## config.mk

```make
export PLATFORM = sky130hd
export DESIGN_NAME = fetch_controller_flat
export DESIGN_NICKNAME = d
export VERILOG_FILES = /design/src/rtl/fetch_controller_if.sv /design/src/rtl/fetch_controller.sv /design/src/flat_wrapper.sv
export SDC_FILE = /design/constraint.sdc
export NUM_CORES = 1
export LEC_CHECK = 0
export BUFFER_PORTS_ARGS = -buffer_cell sky130_fd_sc_hd__buf_2
export CAP_MARGIN = 10
export CORE_ASPECT_RATIO = 1.75
export CORE_MARGIN = 2
export CORE_UTILIZATION = 54
export DETAILED_ROUTE_END_ITERATION = 7
export HOLD_SLACK_MARGIN = 0.08
export PLACE_DENSITY = 0.79
export SLEW_MARGIN = 30
export SYNTH_ARGS = -nofsm -noshare
export SYNTH_HDL_FRONTEND = slang
export SYNTH_SLANG_ARGS = --single-unit
```

## constraint.sdc

```tcl
create_clock -name clk -period 2.3 [get_ports clk]
set_input_delay 0.23 -clock clk [delete_from_list [all_inputs] [get_ports clk]]
set_output_delay 0.23 -clock clk [all_outputs]
set_load 0.02 [all_outputs]
```

## src/rtl/fetch_controller_if.sv

```systemverilog
// Fetch-controller bus bundle.
// Groups the loader handshake, the instruction-store write port, the
// fetch-stage PC/decode signals and the hazard/flush/control lines.
//   master : the fetch controller (drives load_ready, imem_*, PC, if_valid, done)
//   slave  : the surrounding loader / fetch stage / hazard unit
interface fetch_controller_if #(parameter int ADDR_W = 8) ();
  logic              load_valid;
  logic [7:0]        load_data;
  logic              load_last;
  logic              load_ready;
  logic              imem_we;
  logic [ADDR_W-1:0] imem_waddr;
  logic [7:0]        imem_wdata;
  logic [ADDR_W-1:0] instruction_address;
  logic [1:0]        opcode;
  logic [ADDR_W-1:0] jump_address;
  logic              stall;
  logic              flush_req;
  logic [ADDR_W-1:0] flush_target;
  logic              if_valid;
  logic              done;
  logic              restart;

  modport master (
    input  load_valid, load_data, load_last, opcode, jump_address,
           stall, flush_req, flush_target, restart,
    output load_ready, imem_we, imem_waddr, imem_wdata,
           instruction_address, if_valid, done
  );

  modport slave (
    output load_valid, load_data, load_last, opcode, jump_address,
           stall, flush_req, flush_target, restart,
    input  load_ready, imem_we, imem_waddr, imem_wdata,
           instruction_address, if_valid, done
  );
endinterface

```

## src/rtl/fetch_controller.sv

```systemverilog
// Instruction-fetch sequencer.
// Loads the instruction store through a valid/ready loader port, then runs
// the program counter with flush > stall > jump > increment priority, and
// parks in DONE once the PC walks past the loaded program.
// Ports:
//   clk   : clock, all state on the rising edge
//   reset : synchronous, active-low
//   bus   : fetch_controller_if.master (loader, imem write, PC, hazards, status)
module fetch_controller #(
  parameter int PROG_DEPTH = 8,
  parameter int ADDR_W     = 8
) (
  input  logic                clk,
  input  logic                reset,
  fetch_controller_if.master  bus
);

  localparam logic [1:0] S_LOAD = 2'd0;
  localparam logic [1:0] S_RUN  = 2'd1;
  localparam logic [1:0] S_DONE = 2'd2;

  // One extra bit so a full store (PROG_DEPTH == 2**ADDR_W) is countable.
  localparam logic [ADDR_W:0] DEPTH = (ADDR_W+1)'(PROG_DEPTH);

  logic [1:0]        r_state;
  logic [ADDR_W:0]   r_wcnt;
  logic [ADDR_W:0]   r_prog_len;
  logic [ADDR_W-1:0] r_pc;
  logic [ADDR_W-1:0] r_waddr;
  logic [7:0]        r_wdata;
  logic              r_we;
  logic              r_load_ready;
  logic              r_done;

  logic              w_accept;
  logic              w_load_exit;
  logic [ADDR_W:0]   w_wcnt_nxt;
  logic              w_end;
  logic              w_jump;

  assign w_accept    = (r_state == S_LOAD) & r_load_ready & bus.load_valid;
  assign w_wcnt_nxt  = r_wcnt + (ADDR_W+1)'(1);
  assign w_load_exit = w_accept & (bus.load_last | (w_wcnt_nxt == DEPTH));
  assign w_end       = ({1'b0, r_pc} >= r_prog_len);
  assign w_jump      = (bus.opcode == 2'b11);

  // Jump slots are consumed here and never forwarded to IF/ID.
  assign bus.if_valid = (r_state == S_RUN) & ~bus.flush_req & ~bus.stall &
                        ~w_jump & ~w_end;

  assign bus.load_ready          = r_load_ready;
  assign bus.imem_we             = r_we;
  assign bus.imem_waddr          = r_waddr;
  assign bus.imem_wdata          = r_wdata;
  assign bus.instruction_address = r_pc;
  assign bus.done                = r_done;

  always_ff @(posedge clk) begin
    if (!reset) begin
      r_state      <= S_LOAD;
      r_wcnt       <= '0;
      r_prog_len   <= '0;
      r_pc         <= '0;
      r_waddr      <= '0;
      r_wdata      <= '0;
      r_we         <= 1'b0;
      r_load_ready <= 1'b0;
      r_done       <= 1'b0;
    end else begin
      // Store write lags acceptance by one cycle.
      r_we <= w_accept;
      if (w_accept) begin
        r_waddr <= r_wcnt[ADDR_W-1:0];
        r_wdata <= bus.load_data;
      end

      case (r_state)
        S_LOAD: begin
          if (w_accept) begin
            r_wcnt <= w_wcnt_nxt;
            if (w_load_exit) begin
              r_prog_len   <= w_wcnt_nxt;
              r_pc         <= '0;
              r_load_ready <= 1'b0;
              r_state      <= S_RUN;
            end else begin
              r_load_ready <= 1'b1;
            end
          end else begin
            r_load_ready <= (r_wcnt < DEPTH);
          end
        end
        S_RUN: begin
          // End-of-program beats stall/jump; only a flush can pull us back.
          if (bus.flush_req) begin
            r_pc <= bus.flush_target;
          end else if (w_end) begin
            r_state <= S_DONE;
            r_done  <= 1'b1;
          end else if (bus.stall) begin
            r_pc <= r_pc;
          end else if (w_jump) begin
            r_pc <= bus.jump_address;
          end else begin
            r_pc <= r_pc + ADDR_W'(1);
          end
        end
        S_DONE: begin
          if (bus.restart) begin
            r_state      <= S_LOAD;
            r_wcnt       <= '0;
            r_prog_len   <= '0;
            r_pc         <= '0;
            r_done       <= 1'b0;
            r_load_ready <= 1'b1;
          end
        end
        default: r_state <= S_LOAD;
      endcase
    end
  end

endmodule

```

## src/flat_wrapper.sv

```systemverilog
// flat-port wrapper written by rule: the top's interface ports become plain ports
module fetch_controller_flat 
#(
  parameter int PROG_DEPTH = 8,
  parameter int ADDR_W     = 8
)
  (clk, reset, bus_load_valid, bus_load_data, bus_load_last, bus_opcode, bus_jump_address, bus_stall, bus_flush_req, bus_flush_target, bus_restart, bus_load_ready, bus_imem_we, bus_imem_waddr, bus_imem_wdata, bus_instruction_address, bus_if_valid, bus_done);
  fetch_controller_if #(.ADDR_W(ADDR_W)) bus_i ();
  input  logic clk;
  input  logic reset;
  input wire logic [$bits(bus_i.load_valid)-1:0] bus_load_valid;
  input wire logic [$bits(bus_i.load_data)-1:0] bus_load_data;
  input wire logic [$bits(bus_i.load_last)-1:0] bus_load_last;
  input wire logic [$bits(bus_i.opcode)-1:0] bus_opcode;
  input wire logic [$bits(bus_i.jump_address)-1:0] bus_jump_address;
  input wire logic [$bits(bus_i.stall)-1:0] bus_stall;
  input wire logic [$bits(bus_i.flush_req)-1:0] bus_flush_req;
  input wire logic [$bits(bus_i.flush_target)-1:0] bus_flush_target;
  input wire logic [$bits(bus_i.restart)-1:0] bus_restart;
  output wire logic [$bits(bus_i.load_ready)-1:0] bus_load_ready;
  output wire logic [$bits(bus_i.imem_we)-1:0] bus_imem_we;
  output wire logic [$bits(bus_i.imem_waddr)-1:0] bus_imem_waddr;
  output wire logic [$bits(bus_i.imem_wdata)-1:0] bus_imem_wdata;
  output wire logic [$bits(bus_i.instruction_address)-1:0] bus_instruction_address;
  output wire logic [$bits(bus_i.if_valid)-1:0] bus_if_valid;
  output wire logic [$bits(bus_i.done)-1:0] bus_done;
  assign bus_i.load_valid = bus_load_valid;
  assign bus_i.load_data = bus_load_data;
  assign bus_i.load_last = bus_load_last;
  assign bus_i.opcode = bus_opcode;
  assign bus_i.jump_address = bus_jump_address;
  assign bus_i.stall = bus_stall;
  assign bus_i.flush_req = bus_flush_req;
  assign bus_i.flush_target = bus_flush_target;
  assign bus_i.restart = bus_restart;
  assign bus_load_ready = bus_i.load_ready;
  assign bus_imem_we = bus_i.imem_we;
  assign bus_imem_waddr = bus_i.imem_waddr;
  assign bus_imem_wdata = bus_i.imem_wdata;
  assign bus_instruction_address = bus_i.instruction_address;
  assign bus_if_valid = bus_i.if_valid;
  assign bus_done = bus_i.done;
  fetch_controller #(.PROG_DEPTH(PROG_DEPTH), .ADDR_W(ADDR_W)) u_core (.clk(clk), .reset(reset), .bus(bus_i));
endmodule
```

* Word level (Yosys, flattened, before mapping)
Index checks and enable logic that the tools add are counted.
Widths: inputs -> output; s select.
** Word-level totals
- Flip-flop bits (word level) :: 47
- Input port bits :: 33
- Output and inout port bits :: 28
- Logic and storage cells :: 74
** Cells by class
- Add/subtract/negate cells :: 2
- $lt $le $gt $ge :: 2
- Eq/ne operators :: 11
- Mux-type cells :: 28
- Bitwise operators :: 12
- Reduce and logical (&&, ||, !) cells :: 10
** Operator list (count)
- $mux 8 :: 7
- $mux 9 :: 4
- $pmux 9 s2 :: 2
- $pmux 8 s3 :: 1
- $mux 2 :: 5
- $add 9x1->9 const B :: 1
- $eq 9x4->1 const B :: 1
- $ge 8x9->1 :: 1
- $lt 9x4->1 const B :: 1
- $add 8x1->8 const B :: 1
- $reduce_and 4->1 :: 2
- $and 1x1->1 :: 7
- $mux 1 :: 6
- $ne 2x1->1 const B :: 3
- $ne 3x3->1 const B :: 2
- $pmux 2 s3 :: 1
- $reduce_and 6->1 :: 1
- $reduce_and 5->1 :: 1
- $eq 2x2->1 const B :: 2
- $ne 2x2->1 const B :: 2
- $not 1->1 :: 4
- $pmux 1 s2 :: 2
- $reduce_bool 2->1 :: 2
- $reduce_and 3->1 :: 1
- 5 further kinds :: 5

* Longest topological paths before layout
Gate-level depths: netlist of the first run.
- Depth in word-level cells :: 7
- Depth in mapped cells :: 9
- Mapped depth without buffers :: 8

* Least setup slack after synthesis of the first run
OpenSTA, ideal clock, no wires.
- Path kind :: register to register
- Start point :: register u_core.r_wcnt[0]
- End point :: register u_core.r_pc[0], in the netlist u_core.bus.instruction_address[0]
- Library setup time :: 72 ps
- Arrival time :: 2027 ps
- Required time :: 2228 ps
- Slack :: 201 ps
- Stages on the path, launching flop included :: 10
- Buffers on the path :: 2
- Period minus slack after synthesis :: 2099 ps
- Cell sequence :: dfxtp_1 > ha_1 > buf_2 > and3_1 > clkbuf_1 > nor3_1 > a31oi_1 > o31ai_4 > o221ai_4 > mux2i_1
** On the way
- Longest elaborated chain between the ends :: 6
** Ends and longest elaborated chain
- start: declaration :: RTL line fetch_controller.sv:26 : logic [ADDR_W:0] r_wcnt;
- start signal: assignment :: RTL line fetch_controller.sv:80 : r_wcnt <= w_wcnt_nxt;
- $add 9x1->9 :: RTL line fetch_controller.sv:42 : assign w_wcnt_nxt = r_wcnt + (ADDR_W+1)'(1);
- $eq 9x4->1 :: RTL line fetch_controller.sv:43 : assign w_load_exit = w_accept & (bus.load_last | (w_wcnt_nxt == DEPTH));
- $or 1x1->1 :: RTL line fetch_controller.sv:43
- $and 1x1->1 :: RTL line fetch_controller.sv:43
- $ne 2x1->1 (no line)
- $reduce_and 6->1 (no line)
- end signal: assignment :: RTL line fetch_controller.sv:96 : r_pc <= bus.flush_target;
- end signal: assignment :: RTL line fetch_controller.sv:101 : r_pc <= r_pc;
- end signal: assignment :: RTL line fetch_controller.sv:103 : r_pc <= bus.jump_address;
- end: declaration :: RTL line fetch_controller.sv:28 : logic [ADDR_W-1:0] r_pc;
No other way between the ends.
A chain may end at the register's enable or synchronous reset.

* Worst setup path in the final report of the first run
- Start point :: register u_core.r_pc[0], in the netlist u_core.bus.instruction_address[0]
- End point :: output port bus_if_valid
** On the way
- Longest elaborated chain between the ends :: 3
** Ends and longest elaborated chain
- $ge 8x9->1 :: RTL line fetch_controller.sv:44 : assign w_end = ({1'b0, r_pc} >= r_prog_len);
- $not 1->1 :: RTL line fetch_controller.sv:49 : ~w_jump & ~w_end;
- $and 1x1->1 :: RTL line fetch_controller.sv:49
- end: declaration :: RTL line flat_wrapper.sv:25 : output wire logic [$bits(bus_i.if_valid)-1:0] bus_if_valid;
No other way between the ends.

==> flow_metrics.tcl, run 1 <==
set metrics [dict create \
    report.power.total_mw 1.74 \
    ctsLongestPathBuffers 2 \
    cts_tree "yes" \
    drt_iter0_drc 94 \
    clkSinkCount 47 \
    drc 0 \
    reg2reg_slack_ns 0.15 \
    synth.avg_cell_area_um2 8.19 \
    drive_above_1_share_pct 28.3 \
    min-delay-path-class "input port to register" \
    yosys.area_share.adder_pct 5.28 \
    syn_nets 362 \
    io_pins 61 \
    detail_route.wirelength_um 6330 \
    fp.dieW_um 56.5 \
    critical_path.max_fanout 3 \
    route.detailed.vias_per_inst 5.65 \
    ys_top_cells_by_count "73 x sky130_fd_sc_hd__nand2_1, 47 x sky130_fd_sc_hd__dfxtp_1, 22 x sky130_fd_sc_hd__o21ai_0, 17 x sky130_fd_sc_hd__a21boi_0" \
    timing.max_cap.violations 0 \
    syn-instance-count 318 \
    detailedPlace.worstSlack_ns 0.0252 \
    area_delta_synth_final_pct 22.8 \
    critical_path.endpoint_type "output pin" \
    first_global_vias 2305 \
    finalHoldViolations 0 \
    syn-cell-area_mm2 0.00260 \
    fp.dieH_um 95.9 \
    cts_max_level 2 \
    number_of_enable_flip_flop_cells_after_synthesis 0 \
    n_antenna_cell 0 \
    synth.yosys.warnings 0 \
    total_leakage_power_nw 1.41 \
    setup.worst_path.class "register to output pin" \
    timing.clock.skew_ns 0.00675 \
    final_antenna_net_count 0 \
    synth-simple-area-share_pct 22.5 \
    design.core.area_mm2 0.00467 \
    drt_first_pass_iters 4 \
    power_per_cell_area_mw_per_mm2 544 \
    gp_routability_congestion 0.923 \
    first_pass_grt_wire_length_um 10100 \
    worstMarginPinSlew_ns 0.465 \
    peakVddDrop_mv 0.586 \
    start_util_pct 55.8 \
    global_route.usage.total_pct 23.2 \
    cts_buffers 5 \
    synth_compound_area_share_pct 22.2 \
    postSynth.topFlopCell "sky130_fd_sc_hd__dfxtp_1" \
    layout.nets 425 \
    critical_path.startpoint_type "register" \
    clk-insertion-delay-late_ns 0.30 \
    vias 2453 \
    ys_types 52 \
    finalMaxSlewViolations 0 \
    min_period_over_period_pct 97.5 \
    dp.final_hpwl_um 4740 \
    rows 33 \
    synth_area_leader_cell "sky130_fd_sc_hd__dfxtp_1" \
    grt_antenna_before_repair 0 \
    postSynthRegisterBits 47 \
    fmax_ghz 0.446 \
    cts_root_buf "sky130_fd_sc_hd__clkbuf_8" \
    grt_overflow_total 0 \
    worst_slew_slack_as_a_fraction_of_its_limit_pct 68.9 \
    synth-xor-area-share_pct 4.71 \
    fp.dieArea_mm2 0.00542 \
    synth_mux_area_share_pct 3.51 \
    worstPathRequired_ns 2.07 \
    synth-async-reset-ratio_pct 0 \
    buffer_ports.inserted 60 \
    status "finished clean" \
    pin_count_of_the_biggest_net_entering_global_routing 25 \
    synth_top_family_by_area "simple AND/OR/NAND/NOR gates" \
    setup_violators_final 0 \
    post-synth-top-count-cell "sky130_fd_sc_hd__nand2_1" \
    period_minus_slack_ns 2.24 \
    post_drt_wl_per_cell_um 14.6 \
    post_synth_main_area_contributors "sky130_fd_sc_hd__dfxtp_1 36%, sky130_fd_sc_hd__nand2_1 11%, sky130_fd_sc_hd__ha_1 5.3%" \
    worst-endpoint-arrival_ns 2.01 \
    clk_pin_slew_ns 0.09 \
    timing.final.ws_setup_ns 0.0577 \
    synth.yosys.seq_area_share_pct 36.1 \
    synth_top_cell_area_share_pct 36.1 \
]
[routing by layer]
metal	global-route usage [%]	share of wire, %	vias to the layer above
li1	-	-	1221
met1	23.4	38	1125
met2	46.7	53	82
met3	3.09	4.3	25
met4	8.93	4.1	0
met5	0	0	-
[cells in the final DEF, fill, tap and decap left out, drive strengths merged, types with 3 or more instances in the layout]
master / synthesis / final
buf: 8 / 76
ha: 11 / 11
and3: 9 / 9
clkbuf: 12 / 6
o211ai: 3 / 3
a21boi: 17 / 17
inv: 11 / 11
nand3: 9 / 9
a31oi: 4 / 4
nand2b: 4 / 4
a22o: 4 / 4
o21ai: 23 / 23
mux2i: 8 / 8
xnor2: 6 / 6
o22ai: 8 / 8
nand2: 73 / 73
and2: 6 / 6
a21oi: 9 / 9
dfxtp: 47 / 47
xor2: 8 / 8
nor2: 13 / 13
[flip-flops by register name, indices dropped and copies added, names as in the netlist]
signal                          count
u_core.bus.imem_waddr               8
u_core.bus.done                     1
u_core.bus.imem_wdata               8
u_core.bus.imem_we                  1
u_core.r_wcnt                       9
u_core.r_state                      2
u_core.r_prog_len                   9
u_core.bus.instruction_address      8
u_core.bus.load_ready               1
[through the flow]
stage | hold slack [ns] | cell area, µm² | TNS [ns] | instances | util, %
2_1_floorplan | 0.375 | 2610 | 0 | 318 | -
3_3_place_gp | 0.437 | 2960 | 0 | 423 | 63.5
3_5_place_dp | 0.448 | 2960 | 0 | 423 | 63.5
4_1_cts | 0.166 | 3120 | -0.00287 | 432 | 66.9
5_1_grt | 0.168 | 3200 | -0.0510 | 434 | 68.5
6_report | 0.165 | 3200 | 0 | 434 | 68.5
[worst paths after layout]
| kind | start | end | cells after the start |
|---|---|---|---|
| worst max-delay path | u_core.bus.instruction_address[0]$_SDFFE_PN0P_ | bus_if_valid | 8 |
| worst min-delay path | bus_load_data[1] | u_core.bus.imem_wdata[1]$_SDFFE_PN0P_ | 3 |
| worst max register to register | u_core.r_wcnt[1]$_SDFFE_PN0P_ | u_core.bus.instruction_address[6]$_SDFFE_PN0P_ | 8 |
| worst min register to register | u_core.r_prog_len[1]$_SDFFE_PN0P_ | u_core.r_prog_len[1]$_SDFFE_PN0P_ | 2 |
[kinds of logic after synthesis]
family,Yosys count
fa+ha+maj,11
compound gates,80
flops,47
mux,9
xor+xnor,14
simple gates,126
buf+inv,31
[area by class of cell]
class / instances / area (µm²)
clock buffers: 6 / 72.6
clock inverters: 2 / 60.1
fillers: 406 / 1470
inverters: 11 / 41.3
multi-input cells: 240 / 1570
flip-flops and latches: 47 / 947
well taps: 52 / 65.1
repair buffers: 76 / 439
[critical path, stage by stage, from the launching register on]
cell	delay, ns
sky130_fd_sc_hd__dfxtp_2	0.33
sky130_fd_sc_hd__inv_1	0.04
sky130_fd_sc_hd__ha_1	0.28
sky130_fd_sc_hd__nand2b_4	0.14
sky130_fd_sc_hd__a211oi_2	0.16
sky130_fd_sc_hd__o211ai_1	0.19
sky130_fd_sc_hd__a21oi_2	0.25
sky130_fd_sc_hd__and3_4	0.21
sky130_fd_sc_hd__buf_6	0.11
[what timing repair did]
item / CTS / global route
gates resized for setup: 1 / 16
hold buffers: 0 / 0
pin swaps: 1 / 5
buffers inserted: 1 / 2
setup endpoints to repair: 3 / 18
gates cloned: 0 / 0
[power by group]
group	switching (mW)	total (mW)	internal, mW
logic	0.111	0.197	0.0860
clock network	0.268	0.702	0.434
registers	0.0115	0.840	0.829
(Power assumes the default switching activity.)
==> inputs of run 2 (changes only) <==
Settings changed: ABC_AREA set to 1.
==> flow_metrics.tcl, run 2 <==
set metrics [dict create \
    status "finished, violations left" \
    failing_checks "setup timing" \
    power_report.internal_total_mw 1.78 \
    detail_route.wirelength_um 6650 \
    timing.final.ws_setup_ns -0.0297 \
    combPwrFrac_pct 46.2 \
    report.power.total_mw 3.08 \
    post_synth_main_area_contributors "sky130_fd_sc_hd__dfxtp_1 37%, sky130_fd_sc_hd__nor2_1 12%, sky130_fd_sc_hd__nand2_1 11%" \
    cts_root_buf "sky130_fd_sc_hd__clkbuf_8" \
    grt_overflow_total 0 \
    post_dp_cell_area_mm2 0.00294 \
    worstPathRequired_ns 2.07 \
    power_per_cell_area_mw_per_mm2 984 \
    start_util_pct 55.7 \
    fp.dieH_um 95.4 \
    final_common_cell "sky130_fd_sc_hd__nor2_1" \
    timing.max_cap.violations 0 \
    gp_routability_congestion 0.934 \
    layout_top_registers "u_core.r_prog_len (9), u_core.r_wcnt (9)" \
    cts_max_level 2 \
    ys_types 31 \
    finish.utilization_pct 67.8 \
    synth_top_cell_area_share_pct 36.5 \
    drive_above_1_share_pct 23.6 \
    pin_count_of_the_biggest_net_entering_global_routing 42 \
    worstMarginPinSlew_ns 0.553 \
    final_cell_mix "82 x sky130_fd_sc_hd__nor2_1, 72 x sky130_fd_sc_hd__nand2_1, 59 x sky130_fd_sc_hd__buf_2, 44 x sky130_fd_sc_hd__inv_1, 38 x sky130_fd_sc_hd__dfxtp_1" \
    total_leakage_power_nw 1.53 \
    grt_antenna_before_repair 0 \
    min_period_over_period_pct 101 \
    buffer_ports.inserted 60 \
    layout.nets 496 \
    met1_length_um 2390 \
    final_antenna_net_count 0 \
    layout.cells.non_filler 505 \
    syn_nets 433 \
    clk_pin_slew_ns 0.09 \
    synth.avg_cell_area_um2 6.62 \
    cts_buffers 5 \
    detailedPlace.worstSlack_ns 0.0904 \
    whs_ns 0.117 \
    power.share.clock_pct 17.4 \
    synth.yosys.seq_area_share_pct 36.5 \
    final_area_mm2 0.00313 \
    fp.dieArea_mm2 0.00536 \
    power.switching_mw 1.31 \
    rows 33 \
    route.detailed.vias_per_inst 5.31 \
    critical_path.endpoint_type "output pin" \
    worst_slew_slack_as_a_fraction_of_its_limit_pct 63.0 \
    min-delay-path-class "input port to register" \
    setup_repair_after_global_routing_missed_its_margin "true" \
    dp.final_hpwl_um 5170 \
    synth.yosys.warnings 0 \
    peakVddDrop_mv 0.691 \
    io_pins 61 \
    number_of_enable_flip_flop_cells_after_synthesis 0 \
    postSynthRegisterBits 47 \
    critical_path.max_fanout 4 \
    first_pass_grt_wire_length_um 10900 \
    met3_length_um 238 \
    synth_area_leader_cell "sky130_fd_sc_hd__dfxtp_1" \
    ys_top_cells_by_count "83 x sky130_fd_sc_hd__nor2_1, 73 x sky130_fd_sc_hd__nand2_1, 47 x sky130_fd_sc_hd__dfxtp_1, 46 x sky130_fd_sc_hd__inv_1, 38 x sky130_fd_sc_hd__o21ai_0" \
    n_antenna_cell 0 \
    design.core.area_mm2 0.00462 \
    r2r_cell_count 11 \
    switching_share_pct 42.4 \
    seq_power_share_pct 36.4 \
    fp.dieW_um 56.2 \
    period_minus_slack_ns 2.33 \
    worst-endpoint-arrival_ns 2.10 \
    drt_iter0_drc 109 \
    synth-async-reset-ratio_pct 0 \
    top_layer "met4" \
    timing.clock.skew_ns 0.0101 \
    area_delta_synth_final_pct 21.7 \
    totalNegativeSetupSlack_ns -0.0297 \
    global_route.usage.total_pct 25.7 \
    clkSinkCount 47 \
    fill_cells 427 \
    postSynth.topFlopCell "sky130_fd_sc_hd__dfxtp_1" \
    finalHoldViolations 0 \
    post-synth-top-count-cell "sky130_fd_sc_hd__nor2_1" \
    wl_met2_um 3640 \
    first_global_vias 2566 \
    reg2reg_slack_ns 0.15 \
    ctsLongestPathBuffers 2 \
    dpl_cells 497 \
    drc 0 \
    cts_hold_buffers 0 \
    setup.worst_path.class "register to output pin" \
    post_drt_wl_per_cell_um 13.2 \
    fmax_ghz 0.429 \
    cts_tree "yes" \
    clk-insertion-delay-late_ns 0.31 \
    setup_violators_final 1 \
    vias 2681 \
    syn-cell-area_mm2 0.00257 \
    min_path_cells 2 \
    syn-instance-count 389 \
    finalMaxSlewViolations 0 \
    drt_first_pass_iters 4 \
    critical_path.startpoint_type "register" \
]
run 2: cell count changes in the layout (fill, tap and decap cells not counted), moves of 10 or more:
cell | before | now
sky130_fd_sc_hd__inv_1 | 10 | 44
sky130_fd_sc_hd__a21boi_0 | 17 | 1
sky130_fd_sc_hd__nand4_1 | 1 | 13
sky130_fd_sc_hd__o21ai_0 | 22 | 34
sky130_fd_sc_hd__nand3_1 | 9 | 19
sky130_fd_sc_hd__nor2_1 | 12 | 82
run 2: timing repair:
action	4_1_cts	5_1_grt
resized for setup	0	29
endpoints found under the hold margin	0	0
setup endpoints to repair	0	18
buffers inserted	0	0
run 2: worst paths after layout:
kind	start	end
hold reg to reg	u_core.r_prog_len[3]$_SDFFE_PN0P_	u_core.r_prog_len[3]$_SDFFE_PN0P_
setup / recovery	u_core.bus.instruction_address[0]$_SDFFE_PN0P_	bus_if_valid
setup reg to reg	u_core.bus.instruction_address[0]$_SDFFE_PN0P_	u_core.bus.instruction_address[5]$_SDFFE_PN0P_
hold / removal	bus_restart	u_core.bus.done$_SDFFE_PN0P_
run 2: area by class of cell:
class,instances,area (µm²),area share (%)
clock buffers,6,82.6,2.63
clock inverters,2,16.3,0.519
inverters,50,190,6.07
multi-input cells,281,1470,46.8
flip-flops and latches,47,957,30.5
well taps,52,65.1,2.08
repair buffers,67,355,11.3
run 2: logic make-up after synthesis:
family | synth area share, %
flip-flops | 36.5
buffers and inverters | 9.43
adder cells (fa/ha/maj) | 5.34
AO/OA/AOI/OAI | 13.9
AND/OR/NAND/NOR | 34.1
XOR/XNOR | 0.680
run 2: layer usage:
metal,up-vias,GRT usage [%]
li1,1382,-
met1,1199,25.8
met2,73,48.7
met3,27,3.12
met4,0,16.5
met5,-,0
run 2: worst max-delay path, cell delays in order (launching register included):
cell and delay [ns]:
sky130_fd_sc_hd__dfxtp_1 0.39, sky130_fd_sc_hd__inv_1 0.12, sky130_fd_sc_hd__ha_1 0.32, sky130_fd_sc_hd__nand2_1 0.07, sky130_fd_sc_hd__nor3_1 0.05, sky130_fd_sc_hd__nand2_1 0.06, sky130_fd_sc_hd__nand4_1 0.26, sky130_fd_sc_hd__nor4_2 0.36
sky130_fd_sc_hd__buf_4 0.18
run 2: power by group through the flow:
stage,combinational [mW],sequential (mW),clock (mW)
floorplan,0.820,1.20,0
global placement,1.24,1.11,0
detailed placement,1.27,1.11,0
CTS,1.28,1.10,0.545
global route,1.60,1.14,0.574
finish,1.43,1.12,0.536
==> inputs of run 3 (changes only) <==
Settings changed: GPL_TIMING_DRIVEN set to 0.
==> flow_metrics.tcl, run 3 (synthesis gave the netlist of run 2 again) <==
set metrics [dict create \
    status "finished clean" \
    drt_iter0_drc 118 \
    vias 2748 \
    min_period_over_period_pct 99.6 \
    final_cell_mix "82 x sky130_fd_sc_hd__nor2_1, 72 x sky130_fd_sc_hd__nand2_1, 61 x sky130_fd_sc_hd__buf_2, 43 x sky130_fd_sc_hd__inv_1, 38 x sky130_fd_sc_hd__o21ai_0" \
    fp.dieH_um 95.4 \
    clkSinkCount 47 \
    gp_routability_congestion 0.941 \
    ctsLongestPathBuffers 2 \
    route.detailed.vias_per_inst 5.35 \
    grt_overflow_total 0 \
    timing.max_cap.violations 0 \
    finish.utilization_pct 68.6 \
    max_stage_delay_ns 0.39 \
    dp.final_hpwl_um 5460 \
    grt-busiest-layer "met2" \
    setup_repair_after_global_routing_missed_its_margin "true" \
    start_util_pct 55.7 \
    worstPathCellList "ha_4, a21o_1, a22oi_1, nand4_1, nor4_2, buf_4" \
    fp.dieW_um 56.2 \
    final_common_cell "sky130_fd_sc_hd__nor2_1" \
    total_leakage_power_nw 1.54 \
    clk-insertion-delay-late_ns 0.31 \
    clk_pin_slew_ns 0.09 \
    setup_violators_final 0 \
    global_route.usage.total_pct 27.3 \
    critical_path.startpoint_type "register" \
    grt.met1_usage_pct 24.7 \
    critical_path.max_fanout 5 \
    drive_above_1_share_pct 24.5 \
    grtUsageMet3_pct 4.07 \
    final_antenna_net_count 0 \
    layout_top_registers "u_core.r_prog_len (9), u_core.r_wcnt (9)" \
    cts_tree "yes" \
    peakVddDrop_mv 0.905 \
    layout.cells.non_filler 514 \
    timing.clock.skew_ns 0.00969 \
    dpl_cells 501 \
    critical_path.slowest_cell "sky130_fd_sc_hd__dfxtp_4" \
    cts_buffers 5 \
    io_pins 61 \
    setup.worst_path.class "register to output pin" \
    cts_max_level 2 \
    n_antenna_cell 0 \
    first_global_vias 2677 \
    worst-endpoint-arrival_ns 2.06 \
    worstPathRequired_ns 2.07 \
    layout.nets 505 \
    worstMarginPinSlew_ns 0.607 \
    first_pass_grt_wire_length_um 11500 \
    post_drt_wl_per_cell_um 13.5 \
    finalMaxSlewViolations 0 \
    met2_usage_pct 54.8 \
    pin_count_of_the_biggest_net_entering_global_routing 16 \
    drt_first_pass_iters 4 \
    fmax_ghz 0.437 \
    rows 33 \
    power_per_cell_area_mw_per_mm2 1020 \
    cts_root_buf "sky130_fd_sc_hd__clkbuf_8" \
    fp.dieArea_mm2 0.00536 \
    min-delay-path-class "input port to register" \
    whs_ns 0.105 \
    fill_cells 423 \
    detail_route.wirelength_um 6920 \
    period_minus_slack_ns 2.29 \
    hold_start "bus_restart" \
    drc 0 \
    finalHoldViolations 0 \
    critical_path.endpoint_type "output pin" \
    worst_slew_slack_as_a_fraction_of_its_limit_pct 59.4 \
    buffer_ports.inserted 60 \
    grt_antenna_before_repair 0 \
    critPathLaunch "u_core.bus.instruction_address[6]$_SDFFE_PN0P_" \
    area_delta_synth_final_pct 23.2 \
    worstReg2RegStart "u_core.bus.instruction_address[6]$_SDFFE_PN0P_" \
    design.core.area_mm2 0.00462 \
]
run 3: cell types whose count changed in the layout (fill, tap and decap cells not counted), sizes merged:
cell | previous run | this run
clkbuf | 6 | 13
buf | 67 | 68
clkinvlp | 1 | 2
run 3: power breakdown:
group,switching (mW),internal (mW)
combinational,0.897,0.685
sequential,0.152,0.989
clock,0.296,0.212
total,1.35,1.89
run 3: path summary, 6_finish.rpt:
path | end | slack [ns] | cells past startpoint
max | bus_if_valid | 0.009 | 6
min | u_core.bus.done$_SDFFE_PN0P_ | 0.10 | 2
max reg2reg | u_core.bus.instruction_address[5]$_SDFFE_PN0P_ | 0.14 | 9
min reg2reg | u_core.r_prog_len[2]$_SDFFE_PN0P_ | 0.49 | 2
run 3: metal layers:
| layer | vias to the layer above | share of wire, % |
|---|---|---|
| met4 | 0 | 5.6 |
| met3 | 32 | 3.9 |
| li1 | 1400 | - |
| met5 | - | 0 |
| met1 | 1227 | 35 |
| met2 | 89 | 55 |
run 3: through the flow:
stage	TNS [ns]	power [mW]	instance area, µm²	setup slack [ns]
2_1_floorplan	0	2.02	2570	0.208
3_3_place_gp	0	2.38	2940	0.106
3_5_place_dp	0	2.42	2940	0.0814
4_1_cts	0	3.02	3040	0.00750
5_1_grt	-0.0902	3.47	3170	-0.0902
6_report	0	3.23	3170	0.00942
run 3: final cells by class:
type                    count  area [µm²]  area share (%)
well taps                  52        65.1            2.05
repair buffers             65         340            10.7
clock buffers               5        68.8            2.17
plain buffers              11        55.1            1.74
clock inverters             3        20.0           0.631
inverters                  50         188            5.92
multi-input cells         281        1470            46.4
flip-flops and latches     47         965            30.4
run 3: what timing repair did:
item,in CTS,in global routing
setup endpoints to repair,1,18
gates cloned,0,0
gates resized for setup,0,29
hold buffers,0,0
hold endpoints to repair,0,0
setup buffers,2,3
pin swaps,1,4
run 3: worst max-delay path: cells and delay by family, from the launching register on:
family          cells  cell delay [ns]
flops               1             0.39
compound gates      2             0.30
simple gates        2             0.63
fa+ha+maj           1             0.25
buf+inv             1             0.18
